--- config.mk ---
export PLATFORM = sky130hd
export DESIGN_NAME = sdram_arbiter_n
export DESIGN_NICKNAME = d
export VERILOG_FILES = /design/src/rtl/sdram_arbiter_n.sv
export SDC_FILE = /design/constraint.sdc
export NUM_CORES = 1
export LEC_CHECK = 0
export ABC_AREA = 1
export CAP_MARGIN = 40
export CORE_ASPECT_RATIO = 1.1
export CORE_MARGIN = 2
export CORE_UTILIZATION = 40
export CTS_CLUSTER_DIAMETER = 200
export DETAILED_ROUTE_END_ITERATION = 16
export GPL_TIMING_DRIVEN = 0
export PLACE_DENSITY_LB_ADDON = 0.2
export SYNTH_ARGS = -nofsm -noshare
export SYNTH_HDL_FRONTEND = slang
export SYNTH_SLANG_ARGS = --single-unit
--- constraint.sdc ---
create_clock -name clk_sys -period 1.6 [get_ports clk_sys]
set_input_delay 0.32 -clock clk_sys [delete_from_list [all_inputs] [get_ports clk_sys]]
set_output_delay 0.32 -clock clk_sys [all_outputs]
set_load 0.02 [all_outputs]
--- src/rtl/sdram_arbiter_n.sv ---
// N-channel SDRAM read arbiter for ROM fetch clients, with HPS download writes
// passing through and taking precedence over new read grants.
module sdram_arbiter_n #(
  parameter int unsigned       NCH        = 4,
  parameter int unsigned       AW         = 26,
  parameter int unsigned       CAW        = 19,
  parameter int unsigned       DW         = 64,
  parameter logic [NCH*AW-1:0] CH_BASE    = '0,
  parameter logic [7:0]        BURST_MASK = 8'b0000_1110,
  parameter logic [7:0]        SWAP_MASK  = 8'b0000_0001,
  parameter bit                RR         = 1'b0
) (
  input  logic               clk_sys,
  input  logic               reset,
  input  logic [NCH-1:0]     ch_req,
  input  logic [NCH*CAW-1:0] ch_addr,
  output logic [DW-1:0]      ch_data,
  output logic [NCH-1:0]     ch_valid,
  output logic [NCH-1:0]     ch_busy,
  output logic [NCH-1:0]     ch_ovf,
  output logic               SDRAM_RD,
  output logic               SDRAM_WR,
  output logic               SDRAM_BURST,
  output logic [AW-1:0]      SDRAM_ADDR,
  input  logic [DW-1:0]      SDRAM_DOUT,
  output logic [15:0]        SDRAM_DIN,
  input  logic               SDRAM_READY,
  output logic [1:0]         SDRAM_BS,
  input  logic               DL_EN,
  input  logic [15:0]        DL_DATA,
  input  logic [AW:0]        DL_ADDR,
  input  logic               DL_WR
);

  localparam int unsigned GW = (NCH > 1) ? $clog2(NCH) : 1;

  typedef enum logic [1:0] {StIdle, StIssue, StWait} state_e;

  state_e                  state_q, state_d;
  logic [NCH-1:0]          pend_q, pend_d;
  logic [NCH-1:0]          ovf_q, ovf_d;
  logic [NCH-1:0]          valid_q, valid_d;
  logic [NCH-1:0][CAW-1:0] addr_q, addr_d;
  logic [GW-1:0]           gnt_q, gnt_d;
  logic [GW-1:0]           last_q, last_d;
  logic                    rd_q, rd_d;
  logic                    burst_q, burst_d;
  logic [AW-1:0]           rd_addr_q, rd_addr_d;
  logic [DW-1:0]           data_q, data_d;
  logic                    old_ready_q;
  logic                    wr_q, wr_d;
  logic [AW-1:0]           dl_addr_q, dl_addr_d;
  logic [15:0]             din_q, din_d;

  logic [GW-1:0]  pick;
  logic [NCH-1:0] gclr;
  logic           ready_fall;
  logic           unused_dl_addr;

  assign ready_fall     = old_ready_q & ~SDRAM_READY;
  assign unused_dl_addr = DL_ADDR[0];

  // Round-robin: lowest pending index above last wins, otherwise wrap to the lowest overall.
  always_comb begin
    pick = '0;
    for (int i = NCH - 1; i >= 0; i--) begin
      if (pend_q[i] && (!RR || (i <= int'(last_q)))) pick = GW'(i);
    end
    if (RR) begin
      for (int i = NCH - 1; i >= 0; i--) begin
        if (pend_q[i] && (i > int'(last_q))) pick = GW'(i);
      end
    end
  end

  always_comb begin
    state_d   = state_q;
    gnt_d     = gnt_q;
    last_d    = last_q;
    rd_d      = rd_q;
    burst_d   = burst_q;
    rd_addr_d = rd_addr_q;
    data_d    = data_q;
    valid_d   = '0;
    gclr      = '0;
    unique case (state_q)
      StIdle: begin
        if (!DL_EN && SDRAM_READY && (|pend_q)) begin
          gnt_d   = pick;
          last_d  = pick;
          gclr    = NCH'(1) << pick;
          rd_d    = 1'b1;
          state_d = StIssue;
          for (int i = 0; i < NCH; i++) begin
            if (pick == GW'(i)) begin
              rd_addr_d = CH_BASE[i*AW +: AW] + AW'(addr_q[i]);
              burst_d   = BURST_MASK[i];
            end
          end
        end
      end
      StIssue: begin
        if (ready_fall) begin
          rd_d    = 1'b0;
          state_d = StWait;
        end
      end
      StWait: begin
        if (SDRAM_READY) begin
          data_d = SDRAM_DOUT;
          for (int i = 0; i < NCH; i++) begin
            if ((gnt_q == GW'(i)) && SWAP_MASK[i]) begin
              data_d[15:0] = {SDRAM_DOUT[7:0], SDRAM_DOUT[15:8]};
            end
          end
          valid_d = NCH'(1) << gnt_q;
          state_d = StIdle;
        end
      end
      default: state_d = StIdle;
    endcase
  end

  // A request on a channel being granted this cycle stays pending and is not an overflow.
  always_comb begin
    pend_d = (pend_q & ~gclr) | ch_req;
    ovf_d  = ovf_q;
    addr_d = addr_q;
    for (int i = 0; i < NCH; i++) begin
      if (ch_req[i]) begin
        addr_d[i] = ch_addr[i*CAW +: CAW];
        if (pend_q[i] && !gclr[i]) ovf_d[i] = 1'b1;
      end
    end
  end

  always_comb begin
    wr_d      = wr_q;
    dl_addr_d = dl_addr_q;
    din_d     = din_q;
    if (DL_WR && DL_EN) begin
      wr_d      = 1'b1;
      dl_addr_d = DL_ADDR[AW:1];
      din_d     = DL_DATA;
    end else if (ready_fall) begin
      wr_d = 1'b0;
    end
  end

  always_ff @(posedge clk_sys) begin
    if (reset) begin
      state_q     <= StIdle;
      pend_q      <= '0;
      ovf_q       <= '0;
      valid_q     <= '0;
      addr_q      <= '0;
      gnt_q       <= '0;
      last_q      <= GW'(NCH - 1);
      rd_q        <= 1'b0;
      burst_q     <= 1'b0;
      rd_addr_q   <= '0;
      data_q      <= '0;
      old_ready_q <= 1'b0;
    end else begin
      state_q     <= state_d;
      pend_q      <= pend_d;
      ovf_q       <= ovf_d;
      valid_q     <= valid_d;
      addr_q      <= addr_d;
      gnt_q       <= gnt_d;
      last_q      <= last_d;
      rd_q        <= rd_d;
      burst_q     <= burst_d;
      rd_addr_q   <= rd_addr_d;
      data_q      <= data_d;
      old_ready_q <= SDRAM_READY;
    end
  end

  // The download path survives reset while DL_EN is high so a write in flight is not cut.
  always_ff @(posedge clk_sys) begin
    if (reset && !DL_EN) begin
      wr_q      <= 1'b0;
      dl_addr_q <= '0;
      din_q     <= '0;
    end else begin
      wr_q      <= wr_d;
      dl_addr_q <= dl_addr_d;
      din_q     <= din_d;
    end
  end

  assign ch_data     = data_q;
  assign ch_valid    = valid_q;
  assign ch_ovf      = ovf_q;
  assign ch_busy     = pend_q | ((state_q != StIdle) ? (NCH'(1) << gnt_q) : '0);
  assign SDRAM_RD    = rd_q;
  assign SDRAM_WR    = wr_q;
  assign SDRAM_BURST = burst_q;
  assign SDRAM_ADDR  = DL_EN ? dl_addr_q : rd_addr_q;
  assign SDRAM_DIN   = din_q;
  assign SDRAM_BS    = 2'b11;

endmodule

==> results of run 1 <==
-- registers in the layout, summed over array words and instances, names as in the netlist, 2 cells and up --
signal	flops
pend_q	4
ch_valid	4
rd_addr_q	19
SDRAM_DIN	16
addr_q	76
gnt_q	2
state_q	2
ch_data	64
ch_ovf	4
dl_addr_q	26
-- stage by stage --
step,hold WS [ns],setup TNS [ns]
2_1_floorplan,0.4291,0
3_3_place_gp,0.4412,-66.08
3_5_place_dp,0.4486,-67.70
4_1_cts,0.2463,-0.5462
5_1_grt,0.3011,-1.181
6_report,0.2708,-0.4256
-- critical path, cell delays in order (launching register included) --
cell and delay [ns]:
dfxtp_4 0.40, inv_4 0.05, o31ai_2 0.24, buf_4 0.20
-- layout by cell type (no fill, tap or decap), types with 22 or more instances in the layout --
master           instances
a21oi_1                145
buf_2                   37
buf_4                   22
clkbuf_1                42
clkbuf_16               26
clkdlybuf4s50_1        186
dfxtp_1                214
dlygate4sd2_1           88
inv_1                   70
nand2_1                367
nand3_1                 38
nor2_1                 116
o21ai_0                 97
-- cells in the mapped netlist, drive strengths merged --
| library cell | n |
|---|---|
| inv | 80 |
| conb | 1 |
| buf | 41 |
| dfxtp | 221 |
| a21oi | 156 |
| o21a | 4 |
| o21ai | 98 |
| nor3 | 3 |
| a211oi | 1 |
| nand4 | 19 |
| clkinv | 2 |
| nor2 | 129 |
| o31ai | 3 |
| o211ai | 16 |
| nand2 | 372 |
| clkbuf | 45 |
| nand3 | 40 |
-- report_power, final --
group / internal (W) / switching [W] / leakage [nW]
clock: 0.00339 / 0.00225 / 0.405
sequential: 0.00580 / 0.000134 / 1.82
combinational: 0.000966 / 0.00117 / 3.75
-- path summary, 6_finish.rpt --
check | depth (start not counted) | slack, ns | endpoint
max | 3 | -0.12 | ch_busy[1]
min | 3 | 0.27 | addr_q[62]
max reg2reg | 8 | 0.02 | rd_addr_q[11]
min reg2reg | 2 | 0.46 | addr_q[19]
-- cells by family (layout without fill, tap and decap cells) --
family,count (synthesis),in the layout,synth area share (%)
flops,221,221,49.75
simple gates,563,564,25.58
buf+inv,168,531,7.866
other cells,1,3,0.04217
compound gates,278,278,16.76
-- timing repair --
action,in CTS,in global routing
cloned,1,2
pin swaps,5,6
setup buffers,9,1
hold endpoints to repair,0,0
hold buffers,0,0
endpoints found under the setup margin,128,60
resized for setup,248,50
-- cell type report --
type                       count  share of cell area, %
antenna                        1                0.01884
tap                          295                  2.779
clock buffer                  37                  5.651
timing repair buffer         320                  22.59
inverter                      82                  2.449
clock inverter                 7                 0.4992
sequential                   221                  33.41
buffer                        85                  3.570
multi-input combinational    844                  29.04
-- layer usage --
metal	GRT usage (%)	vias to the layer above	wire (µm)
li1	-	4659	-
met1	30.42	4125	12220
met2	41.85	331	13930
met3	7.159	44	2671
met4	6.355	0	659
met5	0	-	0
==> run_results.csv, run 1 <==
group,metric,value,unit
grt,grt_pass1_wl,46640,µm
grt,grt_max_degree,18,
floorplan,die_x,146.2,µm
grt,grt_use_total,24.50,%
finish,finish.utilization,60.48,%
synthesis,postSynthAreaPerCell,7.224,µm²
setup_path,cp-end-kind,"output pin",
drt,detail_route.vias_per_cell,4.841,
synthesis,synth.yosys.warnings,0,
placed_design,dp_hpwl,21780,µm
synthesis,synth.cell_area,0.008892,mm²
drt,drtAntennaViolNets,0,
cts,clockBufferDepth,3,
timing,fin_worst_skew,0.02071,ns
synthesis,synth_top_area_share,49.75,%
cts,ctsRootBufferMaster,"clkbuf_16",
timing,fmaxAchievable,580.7,MHz
setup_path,required,1.28,ns
grt,grt_pass1_vias,8958,
setup_path,cp-startpoint,"gnt_q[0]",
grt,antenna_found_initial,1,
cts,clk_pin_slew_worst_paths,0.06,ns
finish,drive_above_1_share,11.53,%
cts,htree_levels,1,
outcome,status,"complete, but fails checks",
floorplan,die-area,0.02344,mm²
timing,min_period,1.722,ns
cts,clock_sinks,221,
grt,overflow,0,
drt,drt_first_pass_iters,5,
placed_design,dpl_worst_slack,-1.234,ns
synthesis,synth_area_leader_cell,"dfxtp_1",
setup_path,critPathKind,"flop to output pin",
finish,syn2layout_area_growth,49.39,%
timing,worst_slew_pin_slew,0.6635,ns
pwr,powerDensity,1031,mW/mm²
floorplan,dieHeight,160.4,µm
drt,detail_route.wl_per_cell,15.58,µm
timing,fin_ws,-0.1220,ns
drt,drt-total-wl,29480,µm
finish,multi_input_area,0.003857,mm²
cts,cts_tree,"built",
setup_path,rr_startpoint,"state_q[0]",
timing,slew_violations,0,
worst_hold_path,holdCritPathClass,"input pin to flop",
placed_design,post-place-cells,1835,
pwr,total_power,0.01370,W
synthesis,synth.top_cells.by_area,"dfxtp_1 50%, nand2_1 16%, a21oi_1 8.3%, o21ai_0 5.5%, nor2_1 4.9%",
flow_run,maxCapViolCount,0,
setup_path,start_kind,"flop",
cts,clk_latency,0.52,ns
floorplan,core_area,0.02197,mm²
finish,design_area,0.01328,mm²
placed_design,placed_area,0.01235,mm²
synthesis,synth_seq_area_share,49.75,%
timing,setup_viol,4,
finish,regArea,0.004438,mm²
finish,nNetsFinal,1771,
floorplan,ios,315,
outcome,violations,"negative setup slack",
synthesis,synth.distinct_cells,28,
pwr,ir_drop,659.7,µV
finish,instances_no_fill,1892,
drt,vias,9159,
timing,finalHoldViolations,0,
timing,relSlewSlack,55.76,%
placed_design,place_congestion,0.8490,
cts,cts_made_buffers,25,
floorplan,start_util,40.48,%
timing,rsz0062_at_grt,"true",
drt,route.detailed.drc,0,
drt,drt_iter0_markers,615,
timing,final.period_utilization,107.6,%
floorplan,std_cell_rows,57,
finish,fillerInstances,2100,
placed_design,port_buffers,308,
synthesis,synth_seq_cells,221,
synthesis,synth_cells,1231,
setup_path,worstPathMaxFanout,4,
pwr,power.leakage,5.968,nW
setup_path,arrival,1.40,ns
worst_hold_path,hold_start,"ch_req[3]",
No activity file was read; power rests on OpenSTA's default activity.
==> run 2: changes to the inputs <==
CORE_UTILIZATION = 45   (was 40)
TNS_END_PERCENT = 50   (was not set)
==> run_results.csv, run 2 (synthesis results as in run 1) <==
group,metric,value,unit
pwr,p_sw,0.003426,W
pwr,ir_drop,747.4,µV
outcome,violations,"negative setup slack",
drt,met1_length,11200,µm
pwr,powerDensity,1048,mW/mm²
drt,wl_met3,2529,µm
drt,vias,9276,
placed_design,place_congestion,0.8682,
cts,clk_latency,0.50,ns
drt,route.detailed.drc,0,
timing,relSlewSlack,50.02,%
pwr,power_frac_seq,43.1,%
timing,fin_worst_skew,0.008190,ns
finish,regMostFlops,"addr_q",
pwr,power_frac_comb,15.1,%
timing,final.period_utilization,106.4,%
finish,final_common_cell,"nand2_1",
cts,clock_sinks,221,
floorplan,die_x,138.0,µm
timing,min_period,1.702,ns
cts,clk_pin_slew_worst_paths,0.06,ns
grt,grt_max_degree,18,
finish,drive_above_1_share,10.76,%
timing,rsz0062_at_grt,"true",
drt,drt_first_pass_iters,5,
setup_path,start_kind,"flop",
grt,grt_pass1_vias,8979,
grt,grt_pass1_wl,44420,µm
drt,drt-total-wl,28130,µm
timing,slew_violations,0,
worst_hold_path,holdCritPathClass,"input pin to flop",
finish,multi_input_area,0.003837,mm²
pwr,p_int,0.01033,W
finish,layout_common_cells,"370 x nand2_1, 216 x dfxtp_1, 186 x clkdlybuf4s50_1",
setup_path,reg2reg_slack,-0.01,ns
grt,grt_use_total,26.06,%
timing,fmaxAchievable,587.5,MHz
finish,fillerInstances,1682,
grt,overflow,0,
setup_path,critPathKind,"flop to output pin",
cts,htree_levels,1,
floorplan,dieHeight,151.4,µm
drt,drtAntennaViolNets,0,
floorplan,std_cell_rows,53,
drt,routed-wl-met2,13610,µm
floorplan,ios,315,
placed_design,port_buffers,308,
timing,finalHoldViolations,0,
pwr,p_sw_share,24.90,%
pwr,p_clk_share,41.8,%
setup_path,worstPathMaxFanout,4,
drt,detail_route.vias_per_cell,5.052,
floorplan,core_area,0.01923,mm²
pwr,power.leakage,5.942,nW
drt,drt_iter0_markers,499,
setup_path,cp-end-kind,"output pin",
floorplan,die-area,0.02090,mm²
timing,worst_slew_pin_slew,0.7497,ns
timing,fin_ws,-0.1022,ns
outcome,status,"complete, but fails checks",
grt,antenna_found_initial,0,
flow_run,maxCapViolCount,0,
cts,cts_tree,"built",
timing,setup_viol,5,
setup_path,required,1.28,ns
finish,regArea,0.004436,mm²
finish,finish.utilization,68.29,%
finish,diodes,0,
placed_design,dp_hpwl,21150,µm
cts,cts_made_buffers,23,
setup_path,arrival,1.38,ns
cts,clockBufferDepth,3,
finish,syn2layout_area_growth,47.69,%
finish,nNetsFinal,1769,
drt,top_layer_used,"met4",
cts,ctsRootBufferMaster,"clkbuf_16",
timing,setup-tns-final,-0.3459,ns
drt,detail_route.wl_per_cell,15.32,µm
floorplan,start_util,46.24,%
finish,largest_register_ff_count,76,
run 2: cell count changes in the layout (fill, tap and decap cells not counted), moves of 4 or more:
cell	before	now
buf_2	37	49
bufinv_16	1	5
clkbuf_2	8	0
clkbuf_8	9	5
clkdlybuf4s15_2	8	3
run 2: final cells by class:
type	instances	area share, %
Sequential cell	221	33.77
Multi-Input combinational cell	843	29.22
Timing Repair Buffer	321	22.68
Clock buffer	29	4.859
Buffer	85	3.401
Inverter	82	2.458
Tap cell	247	2.353
Clock inverter	8	1.258
run 2: worst max-delay path, cell delays in order (launching register included):
cell and delay (ns):
dfxtp_4 0.37, buf_6 0.12, o31ai_4 0.24, buf_6 0.15
run 2: path summary, 6_finish.rpt:
kind / cells after the start / endpoint / from
max: 3 / ch_busy[2] / gnt_q[0]
min: 3 / addr_q[56] / ch_req[2]
max reg2reg: 8 / rd_addr_q[16] / state_q[0]
min reg2reg: 1 / ch_ovf[1] / ch_ovf[1]
run 2: metal layers:
| layer | up-vias | global-route usage (%) |
|---|---|---|
| li1 | 4639 | - |
| met1 | 4229 | 31.34 |
| met2 | 348 | 45.07 |
| met3 | 60 | 7.904 |
| met4 | 0 | 8.112 |
| met5 | - | 0 |
run 2: repair_timing:
item / in CTS / in global routing
endpoints found under the hold margin: 0 / 0
setup endpoints to repair: 121 / 60
hold buffers: 0 / 0
pin swaps: 6 / 1
resized for setup: 254 / 31
setup buffers: 8 / 5
run 2: per-stage QoR:
stage                     cells  total power, W  hold WS (ns)  setup WS, ns  cell area (µm²)
after CTS                  1831         0.01382        0.2641       -0.1197            13090
after global placement     1787        0.008062        0.4464        -1.074            12290
after detailed placement   1787        0.008097        0.4517        -1.107            12290
final                      1836         0.01376        0.2777       -0.1022            13130
after global routing       1836         0.01433        0.2892       -0.1421            13130
after floorplan            1232        0.007065        0.4291        0.1040             8896
run 2: power groups by stage:
| stage | clock network [W] | registers (W) | logic (W) |
|---|---|---|---|
| floorplan | 0 | 0.00609 | 0.000979 |
| global placement | 0 | 0.00604 | 0.00203 |
| detailed placement | 0 | 0.00605 | 0.00205 |
| CTS | 0.00584 | 0.00593 | 0.00205 |
| global route | 0.00608 | 0.00596 | 0.00229 |
| finish | 0.00575 | 0.00593 | 0.00208 |
==> run 3: changes to the inputs <==
CTS_CLUSTER_SIZE = 40   (was not set)
==> run_results.csv, run 3 (synthesis results as in run 1) <==
group,metric,value,unit
drt,drtAntennaViolNets,0,
finish,diodes,0,
grt,grt_use_total,25.48,%
floorplan,die-area,0.02090,mm²
pwr,powerDensity,860.8,mW/mm²
timing,min_period,1.722,ns
timing,hold-worst-slack,0.2661,ns
timing,rsz0062_at_grt,"true",
grt,grt_pass1_wl,43580,µm
cts,clk_pin_slew_worst_paths,0.15,ns
setup_path,worstPathMaxFanout,5,
worst_hold_path,min_to,"addr_q[38]",
timing,slew_violations,0,
drt,detail_route.wl_per_cell,15.38,µm
outcome,violations,"negative setup slack",
pwr,ir_drop,793.4,µV
timing,fin_worst_skew,0.02582,ns
setup_path,critical-path-slowest-cell,"dfxtp_4",
drt,drt_iter0_markers,479,
pwr,power_frac_comb,19.2,%
timing,final.period_utilization,107.6,%
drt,drt_first_pass_iters,6,
grt,grt_pass1_vias,8758,
setup_path,reg2reg_depth,8,
grt,antenna_found_initial,0,
floorplan,ios,315,
grt,overflow,0,
setup_path,reg2reg_to,"rd_addr_q[11]",
cts,cts_made_buffers,9,
setup_path,worstPathCellList,"nor2_4 -> inv_6 -> o21ai_2 -> buf_6",
pwr,p_int,0.007807,W
placed_design,place_congestion,0.8682,
finish,regMostFlops,"addr_q",
finish,finish.utilization,65.43,%
finish,final_common_cell,"nand2_1",
placed_design,placed_area,0.01229,mm²
finish,design_area,0.01258,mm²
cts,cts_tree,"built",
cts,clockBufferDepth,3,
setup_path,rr_startpoint,"state_q[0]",
pwr,power_frac_seq,54.8,%
finish,layout_common_cells,"369 x nand2_1, 209 x dfxtp_1, 186 x clkdlybuf4s50_1",
pwr,p_sw_share,27.92,%
worst_hold_path,whs_path_depth,3,
setup_path,max_stage_delay,0.41,ns
worst_hold_path,holdCritPathClass,"input pin to flop",
grt,grt_max_degree,41,
finish,instances_no_fill,1808,
finish,drive_above_1_share,9.801,%
setup_path,start_kind,"flop",
pwr,p_sw,0.003023,W
worst_hold_path,hold_start,"ch_req[2]",
cts,htree_levels,1,
placed_design,port_buffers,308,
setup_path,reg2reg_slack,-0.01,ns
timing,finalHoldViolations,0,
pwr,p_clk_share,26.0,%
setup_path,arrival,1.40,ns
floorplan,start_util,46.24,%
drt,detail_route.vias_per_cell,5.074,
floorplan,dieHeight,151.4,µm
setup_path,critPathKind,"flop to output pin",
cts,clock_sinks,221,
floorplan,die_x,138.0,µm
setup_path,cp-end-kind,"output pin",
timing,fin_ws,-0.1221,ns
cts,holdBufCountCts,0,
drt,vias,9174,
outcome,status,"complete, but fails checks",
cts,clk_latency,0.48,ns
floorplan,std_cell_rows,53,
finish,largest_register_ff_count,76,
setup_path,required,1.28,ns
placed_design,post-place-cells,1787,
finish,fillerInstances,1761,
timing,fmaxAchievable,580.7,MHz
flow_run,maxCapViolCount,0,
timing,worst_slew_pin_slew,0.7497,ns
finish,nNetsFinal,1754,
floorplan,core_area,0.01923,mm²
placed_design,dp_hpwl,21150,µm
timing,relSlewSlack,50.02,%
pwr,power.leakage,5.675,nW
timing,setup_viol,7,
drt,drt-total-wl,27810,µm
finish,syn2layout_area_growth,41.49,%
cts,ctsRootBufferMaster,"clkbuf_16",
drt,route.detailed.drc,0,
==> run 3: cell types whose count changed in the layout (fill, tap and decap cells not counted), sizes merged <==
cell / change
clkbuf: -17
bufinv: -5
clkdlybuf4s15: +1
inv: +1
clkinv: -3
dlygate4sd2: -2
buf: -3
==> run 3: worst max path at each step <==
stage	from	to	slack [ns]	depth (start not counted)
final	gnt_q[1]	ch_busy[0]	-0.12	4
after global routing	gnt_q[1]	ch_busy[3]	-0.17	3
after CTS	gnt_q[1]	ch_busy[2]	-0.13	3
after detailed placement	DL_EN	SDRAM_ADDR[18]	-1.11	7
after global placement	DL_EN	SDRAM_ADDR[18]	-1.07	7
after floorplan	gnt_q[1]	ch_busy[0]	0.10	4
==> run 3: critical path, delay by kind of cell (launching register included) <==
| kind | cells | cell delay, ns |
|---|---|---|
| AO/OA/AOI/OAI | 1 | 0.15 |
| buffers and inverters | 2 | 0.19 |
| flip-flops | 1 | 0.41 |
| AND/OR/NAND/NOR | 1 | 0.17 |
==> run 3: metal layers <==
layer	track usage [%]	wire length (µm)	share of wire (%)	vias to the layer above
met5	0	0	0	-
met4	6.122	570	2.0	0
met3	6.955	2336	8.4	36
met2	44.85	13630	49	322
met1	31.21	11270	41	4222
li1	-	-	-	4594
==> run 3: area by class of cell <==
cell class | count | area, µm² | share of cell area [%]
Sequential cell | 221 | 4444 | 35.32
Multi-Input combinational cell | 843 | 3825 | 30.40
Timing Repair Buffer | 321 | 2988 | 23.75
Buffer | 84 | 450.4 | 3.580
Inverter | 82 | 320.3 | 2.546
Tap cell | 247 | 309.0 | 2.456
Clock buffer | 9 | 225.2 | 1.790
Clock inverter | 1 | 20.02 | 0.1591
==> run 3: repair_timing <==
action	4_1_cts	5_1_grt
buffers inserted	9	3
hold endpoints to repair	0	0
setup endpoints to repair	121	64
gates resized for setup	251	43
pin swaps	6	3
cloned	0	1
==> run 3: power by group through the flow <==
| stage | logic (W) | clock network (W) | registers, W |
|---|---|---|---|
| floorplan | 0.000979 | 0 | 0.00609 |
| global placement | 0.00203 | 0 | 0.00604 |
| detailed placement | 0.00205 | 0 | 0.00605 |
| CTS | 0.00205 | 0.00286 | 0.00593 |
| global route | 0.00229 | 0.00303 | 0.00597 |
| finish | 0.00208 | 0.00281 | 0.00593 |
==> run 3: through the flow <==
step	power (W)	setup TNS, ns	setup WS [ns]
final	0.01083	-0.4341	-0.1221
after floorplan	0.007065	0	0.1040
after CTS	0.01084	-0.4507	-0.1262
after global routing	0.01129	-2.562	-0.1692
after global placement	0.008062	-57.88	-1.074
after detailed placement	0.008097	-60.65	-1.107
